<file path="src/rtl/node_arb_pkg.sv">
// Shared state encoding and default sizes for the node-share arbiter.
package node_arb_pkg;

    localparam int unsigned DefNReq = 4;
    localparam int unsigned DefW    = 16;

    typedef enum logic [2:0] {
        StIdle,
        StLaunch,
        StWaitLow,
        StWaitHigh,
        StDone
    } arb_state_e;

endpackage

</file>
<file path="src/rtl/node_rr_pick.sv">
// Round-robin winner search: first asserted request after the pointer, wrapping modulo NREQ.
module node_rr_pick
    import node_arb_pkg::*;
#(
    parameter int unsigned NREQ = DefNReq,
    parameter int unsigned IW   = $clog2(NREQ)
) (
    input  logic [NREQ-1:0] req_i,
    input  logic [IW-1:0]   ptr_i,
    output logic            valid_o,
    output logic [IW-1:0]   idx_o
);

    // Scan from the farthest candidate down to ptr+1 so the nearest one is written last.
    always_comb begin
        valid_o = 1'b0;
        idx_o   = '0;
        for (int k = int'(NREQ); k >= 1; k--) begin
            if (req_i[(int'(ptr_i) + k) % int'(NREQ)]) begin
                valid_o = 1'b1;
                idx_o   = IW'((int'(ptr_i) + k) % int'(NREQ));
            end
        end
    end

endmodule

</file>
<file path="src/rtl/node_share_arbiter.sv">
// Shares one start/ready evaluation node between NREQ requesters with round-robin
// arbitration, a wait timeout and a one-cycle ACK carrying the captured result.
module node_share_arbiter
    import node_arb_pkg::*;
#(
    parameter int unsigned NREQ    = DefNReq,
    parameter int unsigned W       = DefW,
    parameter int unsigned TIMEOUT = 255
) (
    input  logic              CLK,
    input  logic              RST,
    input  logic [NREQ-1:0]   req_i,
    input  logic [NREQ*W-1:0] a_in_i,
    input  logic [NREQ*W-1:0] b_in_i,
    output logic [NREQ-1:0]   ack_o,
    output logic [W-1:0]      res_out_o,
    output logic              err_o,
    output logic              busy_o,
    output logic              n_st_o,
    output logic [W-1:0]      n_in0_o,
    output logic [W-1:0]      n_in1_o,
    input  logic              n_rd_i,
    input  logic [W-1:0]      n_res_i
);

    localparam int unsigned IW = $clog2(NREQ);
    localparam int unsigned CW = $clog2(TIMEOUT + 1);
    localparam logic [IW-1:0] PtrRst  = IW'(NREQ - 1);
    localparam logic [CW-1:0] TmoLast = CW'(TIMEOUT - 1);

    arb_state_e      state_q;
    logic [IW-1:0]   ptr_q;
    logic [IW-1:0]   gnt_q;
    logic [CW-1:0]   cnt_q;
    logic [NREQ-1:0] ack_q;
    logic            err_q;
    logic            busy_q;
    logic            n_st_q;
    logic [W-1:0]    n_in0_q;
    logic [W-1:0]    n_in1_q;
    logic [W-1:0]    res_q;

    logic            pick_valid;
    logic [IW-1:0]   pick_idx;
    logic            wait_st;
    logic            node_done;
    logic            tmo_hit;
    logic            fin;

    node_rr_pick #(
        .NREQ (NREQ),
        .IW   (IW)
    ) u_pick (
        .req_i   (req_i),
        .ptr_i   (ptr_q),
        .valid_o (pick_valid),
        .idx_o   (pick_idx)
    );

    // A valid result in WAIT_HIGH wins over a timeout landing on the same cycle.
    always_comb begin
        wait_st   = (state_q == StWaitLow) || (state_q == StWaitHigh);
        node_done = (state_q == StWaitHigh) && n_rd_i;
        tmo_hit   = wait_st && (cnt_q == TmoLast);
        fin       = node_done || tmo_hit;
    end

    always_ff @(posedge CLK) begin
        if (RST) begin
            state_q <= StIdle;
            ptr_q   <= PtrRst;
            gnt_q   <= '0;
            cnt_q   <= '0;
            ack_q   <= '0;
            err_q   <= 1'b0;
            busy_q  <= 1'b0;
            n_st_q  <= 1'b0;
            n_in0_q <= '0;
            n_in1_q <= '0;
            res_q   <= '0;
        end else begin
            ack_q <= '0;
            err_q <= 1'b0;
            unique case (state_q)
                StIdle: begin
                    if (pick_valid && n_rd_i) begin
                        gnt_q   <= pick_idx;
                        n_in0_q <= a_in_i[pick_idx*W +: W];
                        n_in1_q <= b_in_i[pick_idx*W +: W];
                        n_st_q  <= 1'b1;
                        busy_q  <= 1'b1;
                        state_q <= StLaunch;
                    end
                end
                StLaunch: begin
                    cnt_q   <= '0;
                    state_q <= StWaitLow;
                end
                StWaitLow, StWaitHigh: begin
                    if (fin) begin
                        if (node_done) begin
                            res_q <= n_res_i;
                        end
                        err_q   <= !node_done;
                        ack_q   <= NREQ'(1) << gnt_q;
                        ptr_q   <= gnt_q;
                        n_st_q  <= 1'b0;
                        state_q <= StDone;
                    end else begin
                        cnt_q <= cnt_q + 1'b1;
                        if (state_q == StWaitLow && !n_rd_i) begin
                            state_q <= StWaitHigh;
                        end
                    end
                end
                StDone: begin
                    busy_q  <= 1'b0;
                    state_q <= StIdle;
                end
                default: state_q <= StIdle;
            endcase
        end
    end

    assign ack_o     = ack_q;
    assign err_o     = err_q;
    assign busy_o    = busy_q;
    assign n_st_o    = n_st_q;
    assign n_in0_o   = n_in0_q;
    assign n_in1_o   = n_in1_q;
    assign res_out_o = res_q;

endmodule

</file>
<file path="config.mk">
export PLATFORM = sky130hd
export DESIGN_NAME = node_share_arbiter
export DESIGN_NICKNAME = d
export VERILOG_FILES = /design/src/rtl/node_arb_pkg.sv /design/src/rtl/node_rr_pick.sv /design/src/rtl/node_share_arbiter.sv
export SDC_FILE = /design/constraint.sdc
export NUM_CORES = 1
export LEC_CHECK = 0
export ABC_AREA = 1
export CELL_PAD_IN_SITES_DETAIL_PLACEMENT = 1
export CELL_PAD_IN_SITES_GLOBAL_PLACEMENT = 2
export CORE_UTILIZATION = 20
export DETAILED_ROUTE_END_ITERATION = 6
export PLACE_DENSITY = 0.89
export SKIP_CTS_REPAIR_TIMING = 1
export SYNTH_ARGS = -nofsm -noshare
export SYNTH_HDL_FRONTEND = slang
export SYNTH_SLANG_ARGS = --single-unit
</file>
<file path="constraint.sdc">
create_clock -name CLK -period 1.9 [get_ports CLK]
set_input_delay 0.57 -clock CLK [delete_from_list [all_inputs] [get_ports CLK]]
set_output_delay 0.57 -clock CLK [all_outputs]
set_load 0.01 [all_outputs]
</file>
Word-level counts from Yosys, hierarchy flattened

Cells that the tools add are included.

Div/mod/pow operators: 0
Order comparisons: 4
Multiply operators: 0
Mux-type cells: 30
Add/sub/neg operators: 5
Eq/ne operators: 9
Bitwise logic cells: 6
Reduce and logical (&&, ||, !) cells: 25
Shift-type cells: 3

Operators with widths:

| cell                  | number |
|---|---|
| $shiftx A64 B7 Y16    | 2 |
| $lt A3 B4 Y1 const B  | 4 |
| $pmux W8 S2           | 1 |
| $mux W1               | 14 |
| $reduce_and A2 Y1     | 5 |
| $reduce_or A2 Y1      | 5 |
| $mux W3               | 3 |
| $pmux W3 S3           | 1 |
| $add A8 B1 Y8 const B | 1 |
| $bmux W1 S2           | 4 |
| $eq A8 B8 Y1 const B  | 1 |
| $mux W2               | 4 |
| $mux W8               | 1 |
| $eq A3 B2 Y1 const B  | 2 |
| $ne A2 B2 Y1 const B  | 3 |
| $reduce_and A3 Y1     | 2 |
| $reduce_bool A2 Y1    | 3 |
| $add A2 B1 Y2 const B | 2 |
| $add A2 B2 Y2 const B | 2 |
| $and A1 B1 Y1 const A | 4 |
| $logic_and A1 B1 Y1   | 4 |
| $pmux W1 S2           | 2 |
| $shl A1 B2 Y4 const A | 1 |
| $eq A3 B1 Y1 const B  | 1 |
| other kinds (7)       | 10 |

Bits in writable memories: 0
Memory bits (read-only): 0
Output and inout bits: 55
Bits in registers: 70
Word-level logic and storage cells: 93
Bits in latches: 0
Input bits: 151
Memories kept: 0

Logic depth before layout (Yosys ltp)

Depth in word-level cells: 13
Depth in mapped cells: 16
Depth with buffers taken out: 14

By module

From an unflattened synthesis, not the netlist that was laid out.

Cell total of the unflattened synthesis: 586
Area total of the unflattened synthesis: 3768.6 um^2

By module, submodules not included:

| module             | area an instance (um^2) | cells an instance | sequential area each (um^2) | instances |
|---|---|---|---|---|
| node_share_arbiter | 3522.1                  | 535               | 1401.3                      | 1 |
| node_rr_pick       | 246.5                   | 51                | 0.0                         | 1 |

Least setup slack after synthesis

No wires, ideal clock.

Kind: input -> register
Start: input port req_i[3]
End: register n_in0_q[14], in the netlist n_in0_o[14]
Data required time: 1.790 ns
Cell stages on the path: 12
Buffers on the path: 1
Setup slack: 0.094 ns
Setup time: 0.110 ns
Arrival: 1.695 ns
Cell sequence: inv_1 -> o21ai_1 -> inv_1 -> nand4_1 -> nand2_1 -> nor2_4 -> inv_2 -> nor2_2 -> buf_4 -> nand3_1 -> nand2_1 -> nor2_1

Longest elaborated chain between the ends: 9
Elaborated cells between the ends (all ways): 23
Those cells by class: shift: 1; mux: 20; reduce/logical: 2

Ends and longest elaborated chain:

| what                                                       | RTL line                 | RTL |
|---|---|---|
| start: declaration                                         | node_share_arbiter.sv:12 | `input logic [NREQ-1:0] req_i,` |
| branches (longest 9 deep; another with $shiftx A64 B7 Y16) | n/a                      |  |
| end signal: assignment                                     | node_share_arbiter.sv:88 | `n_in0_q <= a_in_i[pick_idx*W +: W];` |
| end: declaration                                           | node_share_arbiter.sv:39 | `logic [W-1:0] n_in0_q;` |

Several ways; the timed one is not identified. The select of a mux whose other input is x is not followed.
A chain may end at the register's enable or synchronous reset.

Worst setup path after layout

Start: register ptr_q[0]
End: register n_in0_q[9], in the netlist n_in0_o[9]

Longest elaborated chain between the ends: 10
Elaborated cells between the ends (all ways): 27
Those cells by class: add/sub: 4; shift: 1; mux: 20; reduce/logical: 2

Ends and longest elaborated chain:

| what                                                   | RTL line                  | RTL |
|---|---|---|
| start: declaration                                     | node_share_arbiter.sv:32  | `logic [IW-1:0] ptr_q;` |
| start signal: assignment                               | node_share_arbiter.sv:71  | `ptr_q <= PtrRst;` |
| start signal: assignment                               | node_share_arbiter.sv:106 | `ptr_q <= gnt_q;` |
| branches (longest 10 deep; another with $add A2 B1 Y2) | n/a                       |  |

Several ways; the timed one is not identified. The select of a mux whose other input is x is not followed.

==> results.json <==
{
  "setup_viol": 0,
  "min_path_type": "reg -> reg",
  "synth-async-reset-ratio_pct": 0,
  "io_pins": 206,
  "rsz0062_at_grt": "true",
  "swShare_pct": 35.3,
  "grt_pass1_vias": 4619,
  "ys_ff_latch": 70,
  "synthTopCellsByCount": "nand2_1 (166), nand3_1 (96), dfxtp_1 (70)",
  "core_area_sq_um": 19000,
  "slew_viol_final": 0,
  "drt_wl_total_um": 16100,
  "route.vias.total": 4722,
  "worstPathRequired_ns": 2.13,
  "finalSetupTns_ns": 0,
  "synthDistinctLibCells": 32,
  "port-buffer-count": 205,
  "rr_worst_depth": 13,
  "yosys_most_used_dff": "dfxtp_1",
  "p_int_mw": 4.77,
  "rows": 50,
  "synth_area_leaders": "dfxtp_1 (36%), nand2_1 (16%), nand3_1 (12%), nor2_1 (5.8%), o21ai_0 (4.9%)",
  "grt_max_degree": 39,
  "worst_pin_slew_ns": 0.287,
  "startpoint": "ptr_q[0]",
  "synth_nets": 740,
  "grtUsageTotal_pct": 15.3,
  "clkTransAtPathRegs_ns": 0.05,
  "fin_nets": 971,
  "antenna_found_initial": 0,
  "h-tree-depth": 3,
  "irDropWorstVdd_mv": 0.375,
  "cp-start-kind": "flip-flop",
  "drive_gt1_share_pct": 14.6,
  "cts-root-buf": "clkbuf_16",
  "cts.sinks": 70,
  "synth_warnings": 0,
  "fin_total_pwr_mw": 7.37,
  "avgViaCountPerCell": 4.36,
  "grt_first_pass_wirelength_um": 24000,
  "comb_power_share_pct": 49.1,
  "gp_congestion": 0.767,
  "firstDrtPassIters": 4,
  "final.min_clock_period_ns": 1.81,
  "die_x_um": 142,
  "synth_top_area_share_pct": 35.8,
  "crit_arrival_ns": 2.04,
  "cts_buffers": 9,
  "timing_worst_setup_path_type": "reg -> reg",
  "synth_cells": 587,
  "post-dp-hpwl_um": 11900,
  "antennaDiodeCount": 0,
  "hold_violations": 0,
  "cts_tree": "yes",
  "synth_edf_count": 0,
  "fmax_mhz": 552,
  "seqPwrFrac_pct": 26.5,
  "clk_path_buf_depth": 2,
  "dr.first_iter.drc_count": 173,
  "synth_top_cell_by_area": "dfxtp_1",
  "start_util_pct": 20.6,
  "yosysMostFrequentCell": "nand2_1",
  "rr_startpoint": "ptr_q[0]",
  "p_sw_mw": 2.60,
  "endpoint": "n_in0_o[9]",
  "maxCapViolCount": 0,
  "synthesis.area_sq_um": 3910,
  "worstSkewPairLatency_ns": 0.33,
  "reg2reg_slack_ns": 0.09,
  "drc": 0,
  "die_y_um": 142,
  "final.period_utilization_pct": 95.4,
  "status": "finished clean",
  "r2r-end": "n_in0_o[9]",
  "whs_ns": 0.445,
  "syn_area_per_cell_sq_um": 6.67,
  "ys_seq_area_share_pct": 35.8,
  "critical_path.endpoint_type": "flip-flop",
  "clock_power_share_pct": 24.3,
  "finClkSkew_ns": 0.00737,
  "overflow": 0,
  "power.density_nw_per_um2": 1020,
  "cp_max_fo": 7,
  "avgRoutedWirePerCell_um": 14.9,
  "area_growth_pct": 85.1,
  "max_slew_margin_pct": 80.7,
  "detail-route-antenna-nets": 0,
  "p_leak_nw": 3.07,
  "die_area_sq_um": 20100
}
==> cell families after synthesis <==
logic type      after synthesis  share of synthesized area, %
fa+ha+maj                     2                         0.639
xor+xnor                      4                         0.896
flops                        70                          35.8
simple gates                360                          41.3
compound gates               86                          12.7
buf+inv                      65                          8.70
==> per-stage QoR <==
step	setup WS [ns]	instances	utilization [%]	area, sq um
after floorplan	0.0944	587	-	3910
after global placement	-0.610	1059	34.4	6520
after detailed placement	-0.648	1059	34.4	6520
after CTS	-0.295	1075	36.1	6840
after global routing	-0.0176	1083	38.2	7240
final	0.0869	1083	38.2	7240
==> power groups by stage <==
stage          Combinational, mW  Clock, mW  Sequential (mW)
2_1_floorplan               1.56          0             2.09
3_3_place_gp                3.26          0             1.98
3_5_place_dp                3.29          0             1.99
4_1_cts                     3.30       1.86             1.96
5_1_grt                     3.99       1.93             2.00
6_report                    3.62       1.79             1.95
==> critical path: stages (launching register included) <==
cell and delay, ns:
dfxtp_4 0.36, buf_12 0.14, o21ai_4 0.14, nand2_1 0.08, nand2_2 0.09, nand2_4 0.06
nand2_4 0.09, nand2_8 0.08, nand2_8 0.16, clkinv_8 0.09, clkbuf_16 0.17, nand2_1 0.05
and3b_1 0.14, nor2_1 0.04
==> how the worst min path moves through the flow <==
stage,cells past startpoint,end,from
after floorplan,1,ack_o[0],gnt_q[1]
after detailed placement,1,ack_o[0],gnt_q[1]
final,1,ack_o[1],gnt_q[1]
after global placement,1,ack_o[0],gnt_q[1]
after CTS,1,ack_o[1],gnt_q[1]
after global routing,1,ack_o[1],gnt_q[1]
==> cell type report <==
class	count	area [sq um]
sequential	70	1410
fill	2309	11700
clock buffer	13	280
multi-input combinational	452	2310
inverter	29	131
timing repair buffer	256	2740
clock inverter	3	40.0
tap	260	325
==> state kept, by name, indices dropped and copies added, names as in the netlist <==
name and count:
gnt_q 2, n_st_o 1, cnt_q 8, state_q 3, n_in1_o 16, ptr_q 2
err_o 1, busy_o 1, n_in0_o 16, ack_o 4, res_out_o 16
==> layer usage <==
| metal | part of all wire [%] | track usage [%] | vias to the layer above |
|---|---|---|---|
| li1 | - | - | 2393 |
| met1 | 43 | 18.6 | 2169 |
| met2 | 47 | 25.2 | 148 |
| met3 | 8.5 | 5.53 | 12 |
| met4 | 1.0 | 4.41 | 0 |
| met5 | 0 | 0 | - |
==> layout by cell type (no fill, tap or decap), types with 3 or more instances in the layout <==
| cell | n |
|---|---|
| nor3_1 | 5 |
| and3b_1 | 14 |
| clkdlybuf4s50_1 | 199 |
| inv_2 | 7 |
| buf_4 | 27 |
| nand3b_1 | 3 |
| inv_1 | 19 |
| a21oi_1 | 20 |
| dfxtp_1 | 68 |
| nand4_1 | 4 |
| a21oi_2 | 10 |
| o21ai_0 | 37 |
| nand3_1 | 92 |
| clkbuf_16 | 15 |
| nand2_4 | 4 |
| nand3_2 | 6 |
| clkbuf_8 | 4 |
| nand2_1 | 151 |
| buf_12 | 12 |
| nor2_1 | 60 |
| dlymetal6s2s_1 | 6 |
| nand2_2 | 14 |
| o21a_1 | 13 |
| buf_8 | 4 |
Power figures use the tool's default switching activity.
==> variant 1, RTL diff (same flow settings) <==
`TIMEOUT`: 255 -> 510.
--- a/src/rtl/node_share_arbiter.sv
+++ b/src/rtl/node_share_arbiter.sv
@@ -5,7 +5,7 @@
 #(
     parameter int unsigned NREQ    = DefNReq,
     parameter int unsigned W       = DefW,
-    parameter int unsigned TIMEOUT = 255
+    parameter int unsigned TIMEOUT = 510
 ) (
     input  logic              CLK,
     input  logic              RST,
Behaviour: no difference found for any inputs over 4 cycles, from zero or initial values and one cycle with RST high; that may be too few to reach the edited logic, so the function may still have changed.
==> variant 1 against the unedited design <==
The flow now finishes with violations (setup timing). Wire length grew 22%. Sequential cell count grew 1. Cell area grew 11%. Die area grew 12%. Worst hold slack lost 0.90 ps. Setup slack lost 130 ps. Power grew 11%. Sequential power grew 3%. Sequential share of layout area shrank 1.7 points. Synthesized area grew 12%. Combinational power grew 20%. Critical endpoint is now n_in1_o[4].
==> variant 1: results (changes against the unedited design) <==
Status
The flow ran to the end, but the final reports show violations. The checks that failed: setup timing.

Place
The pre-CTS setup slack is -601 ps (+47.1 ps). The routability-driven placement congestion ratio is 0.743 (-3.1%). The standard cell area after detailed placement came to 6930 um^2 (+6.3%). The placed wire-length estimate after detailed placement is 13000 um (+9.3%).

Setup path
The critical path's largest stage delay is 430 ps (+70 ps).

Layout
The share of final-layout standard cells stronger than drive strength 1 is 0.191 (+0.0447). The number of fillers in the final layout is 2617 (+13%). The total number of nets in the final design is 1077 (+11%).

Timing
The setup-violating endpoint count in the final report is 2 (+2). The actual slew at the worst max-slew pin is 353 ps (+66.0 ps). The worst path setup slack after routing is -46.9 ps (-134 ps). The minimum hold slack is 445 ps (-0.895 ps).

Detailed routing
The length of routed met2 wiring is 9810 um (+30%). The number of DRC violations after detailed-routing iteration 0 was 152 (-12%). The final wirelength is 19700 um (+22%). The routed wire length on met3 came to 887 um (-35%).

The number of vias per cell was 4.40 (+1.0%).

Global route
The met3 routing resource usage after global routing is 0.0311 (-0.0243). The total global routing track utilization was 0.152 (-0.00103). The maximum number of pins on one net before global-route repair is 43 (+10%). The global routing met2 resource utilization was 0.265 (+0.0130). The via count of the first global-routing pass was 5202 (+13%).

Logic synthesis
The share of the synthesized area in compound gates (AO/OA/AOI/OAI) is 0.0938 (-0.0328). The distinct cell type count of the synthesized netlist was 29 (-9.4%). The cell count after synthesis is 683 (+16%). The part of the Yosys area used for sequential elements came to 0.325 (-0.0331).

Power and ir drop
The static power due to leakage is 3.66 nW (+19%). The maximum VDD drop came to 0.400 mV (+6.7%).
==> variant 1: worst paths after layout <==
path,cells past startpoint,endpoint,from
worst min-delay path,1,ack_o[0],gnt_q[1]
worst max register to register,16,n_in1_o[4],ptr_q[0]
worst max-delay path,16,n_in1_o[4],ptr_q[0]
worst min register to register,1,ack_o[0],gnt_q[1]
==> variant 1: cell type report <==
type                    count  area, um^2  share of cell area
clock buffers              13         270              0.0336
inverters                  76         310              0.0386
repair buffers            267        2920               0.363
clock inverters             3        40.0             0.00498
flip-flops and latches     71        1430               0.178
multi-input cells         499        2730               0.340
well taps                 275         344              0.0428
==> variant 1: worst max-delay path: cells and delay by family, from the launching register on <==
family / cells / cell delay [ps]
buf+inv: 4 / 500
simple gates: 12 / 960
flops: 1 / 430
==> variant 1: where the power goes <==
part,switching [mW],leakage [nW],internal [mW]
registers,0.200,0.580,1.80
logic,2.18,2.93,2.18
clock network,0.674,0.156,1.12
==> variant 2, RTL diff (same settings) <==
Made on the original files. Register the output `err_o` once more; this adds one clock of latency there. The other outputs are not delayed to match.
--- a/src/rtl/node_share_arbiter.sv
+++ b/src/rtl/node_share_arbiter.sv
@@ -123,7 +123,9 @@
     end
 
     assign ack_o     = ack_q;
-    assign err_o     = err_q;
+    always_ff @(posedge CLK) begin
+        err_o <= err_q;
+    end
     assign busy_o    = busy_q;
     assign n_st_o    = n_st_q;
     assign n_in0_o   = n_in0_q;
Function: not settled (the Yosys comparison gave no result); the edit may change what the design does.
==> variant 2 against the unedited design <==
Cell area rose by 1.4%. Critical endpoint is now n_in1_o[1]. Power fell by 1.2%. Largest power group unchanged. Critical path type unchanged. Synthesized area rose by 0.51%. Worst hold slack got worse by 120 ps. Highest routed layer unchanged. Sequential cell count rose by 1. Clock skew fell by 4.4 ps. Non-clock buffer count rose by 5. Setup slack got worse by 53 ps. Wire length rose by 5.5%. Sequential power rose by 3%.
==> variant 2: results (changes against the unedited design) <==
Place
The placed wire-length estimate after detailed placement is 12000 um (+0.99%). The pre-CTS setup slack was -689 ps (-40.6 ps). The routability-driven placement congestion ratio is 0.780 (+1.7%).

Timing
The actual slew at the worst max-slew pin was 297 ps (+10.1 ps). The minimum hold slack is 324 ps (-122 ps). The worst clock skew came to 2.94 ps (-4.43 ps).

Global route
The maximum number of pins on one net before global-route repair is 35 (-10%). The met1 layer usage reported by global route came to 0.171 (-0.0148). The total global routing track utilization is 0.152 (-0.000490).

The global routing met2 resource utilization is 0.263 (+0.0104). The met3 routing resource usage after global routing is 0.0673 (+0.0119). The first-pass GRT wire length came to 24100 um (+0.38%).

Power and ir drop
The static power due to leakage is 3.10 nW (+0.93%). The maximum VDD drop came to 0.376 mV (+0.23%).

Status
The run finished with clean final reports.

Logic synthesis
By count the netlist is led by sky130_fd_sc_hd__nand2_1 (166), sky130_fd_sc_hd__nand3_1 (96), sky130_fd_sc_hd__dfxtp_1 (71), sky130_fd_sc_hd__nor2_1 (60), sky130_fd_sc_hd__o21ai_0 (38). The number of nets produced by synthesis was 741 (+0.14%). By area the synthesized netlist is led by sky130_fd_sc_hd__dfxtp_1 (36%), sky130_fd_sc_hd__nand2_1 (16%), sky130_fd_sc_hd__nand3_1 (12%). The part of the Yosys area used for sequential elements was 0.361 (+0.00327). The async set-reset flop share out of synthesis is 0 (unchanged).

Clock tree
The clock transition time at the flip-flop clock pins of the worst setup and hold paths is 60 ps.

Hold path
The path with the worst hold slack has its endpoint at err_o. The worst hold path cell count is 0 (-1). In this run the most critical hold path is launched from err_q.

Layout
The number of fillers in the final layout is 2322 (+0.56%). The share of final-layout standard cells stronger than drive strength 1 was 0.172 (+0.0267). The total number of nets in the final design came to 977 (+0.62%).

Detailed routing
The number of vias after detailed routing was 4801 (+1.7%). The number of DRC violations after detailed-routing iteration 0 is 133 (-23%). The average wire per standard cell is 15.6 um (+5.0%).

Setup path
The worst path arrival time came to 2100 ps (+60 ps). The largest driver fanout on the critical path is 6 (-1). The minimum setup slack among reg-to-reg paths is 30 ps (-50 ps). The worst flop-to-flop path endpoint is n_in1_o[1].
-- variant 2: worst max path at each step --
stage	slack, ps	startpoint	to
floorplan	90	req_i[3]	n_in0_o[14]
global placement	-670	req_i[3]	n_in1_o[13]
detailed placement	-690	req_i[3]	n_in1_o[11]
CTS	-330	req_i[1]	n_in1_o[11]
global route	-90	ptr_q[0]	n_in1_o[1]
finish	30	ptr_q[0]	n_in1_o[1]
-- variant 2: cells by family after synthesis --
family / after synthesis / synth area share
and+or+nand+nor: 360 / 0.411
AOI/OAI and AO/OA: 86 / 0.126
buffers and inverters: 65 / 0.0865
adders and majority gates: 2 / 0.00636
DFF: 71 / 0.361
xor gates and xnor gates: 4 / 0.00891
-- variant 2: routing by layer --
| metal | up-vias | share of wire |
|---|---|---|
| li1 | 2411 | - |
| met1 | 2215 | 0.40 |
| met2 | 161 | 0.50 |
| met3 | 14 | 0.093 |
| met4 | 0 | 0.010 |
| met5 | - | 0 |
-- variant 2: cell type report --
class | count | area share
clock buffer | 9 | 0.0307
sequential | 71 | 0.194
timing repair buffer | 261 | 0.381
clock inverter | 7 | 0.00682
tap | 260 | 0.0443
inverter | 29 | 0.0162
multi-input combinational | 452 | 0.327
-- variant 2: per-stage QoR --
| step | instances | area, um^2 |
|---|---|---|
| floorplan | 588 | 3930 |
| global placement | 1060 | 6520 |
| detailed placement | 1060 | 6520 |
| CTS | 1076 | 6790 |
| global route | 1089 | 7340 |
| finish | 1089 | 7340 |
-- variant 2: power by group through the flow --
stage	Sequential (mW)	Clock [mW]	Combinational, mW
2_1_floorplan	2.11	0	1.56
3_3_place_gp	2.02	0	3.18
3_5_place_dp	2.03	0	3.21
4_1_cts	2.01	1.64	3.22
5_1_grt	2.05	1.67	4.05
6_report	2.01	1.57	3.70
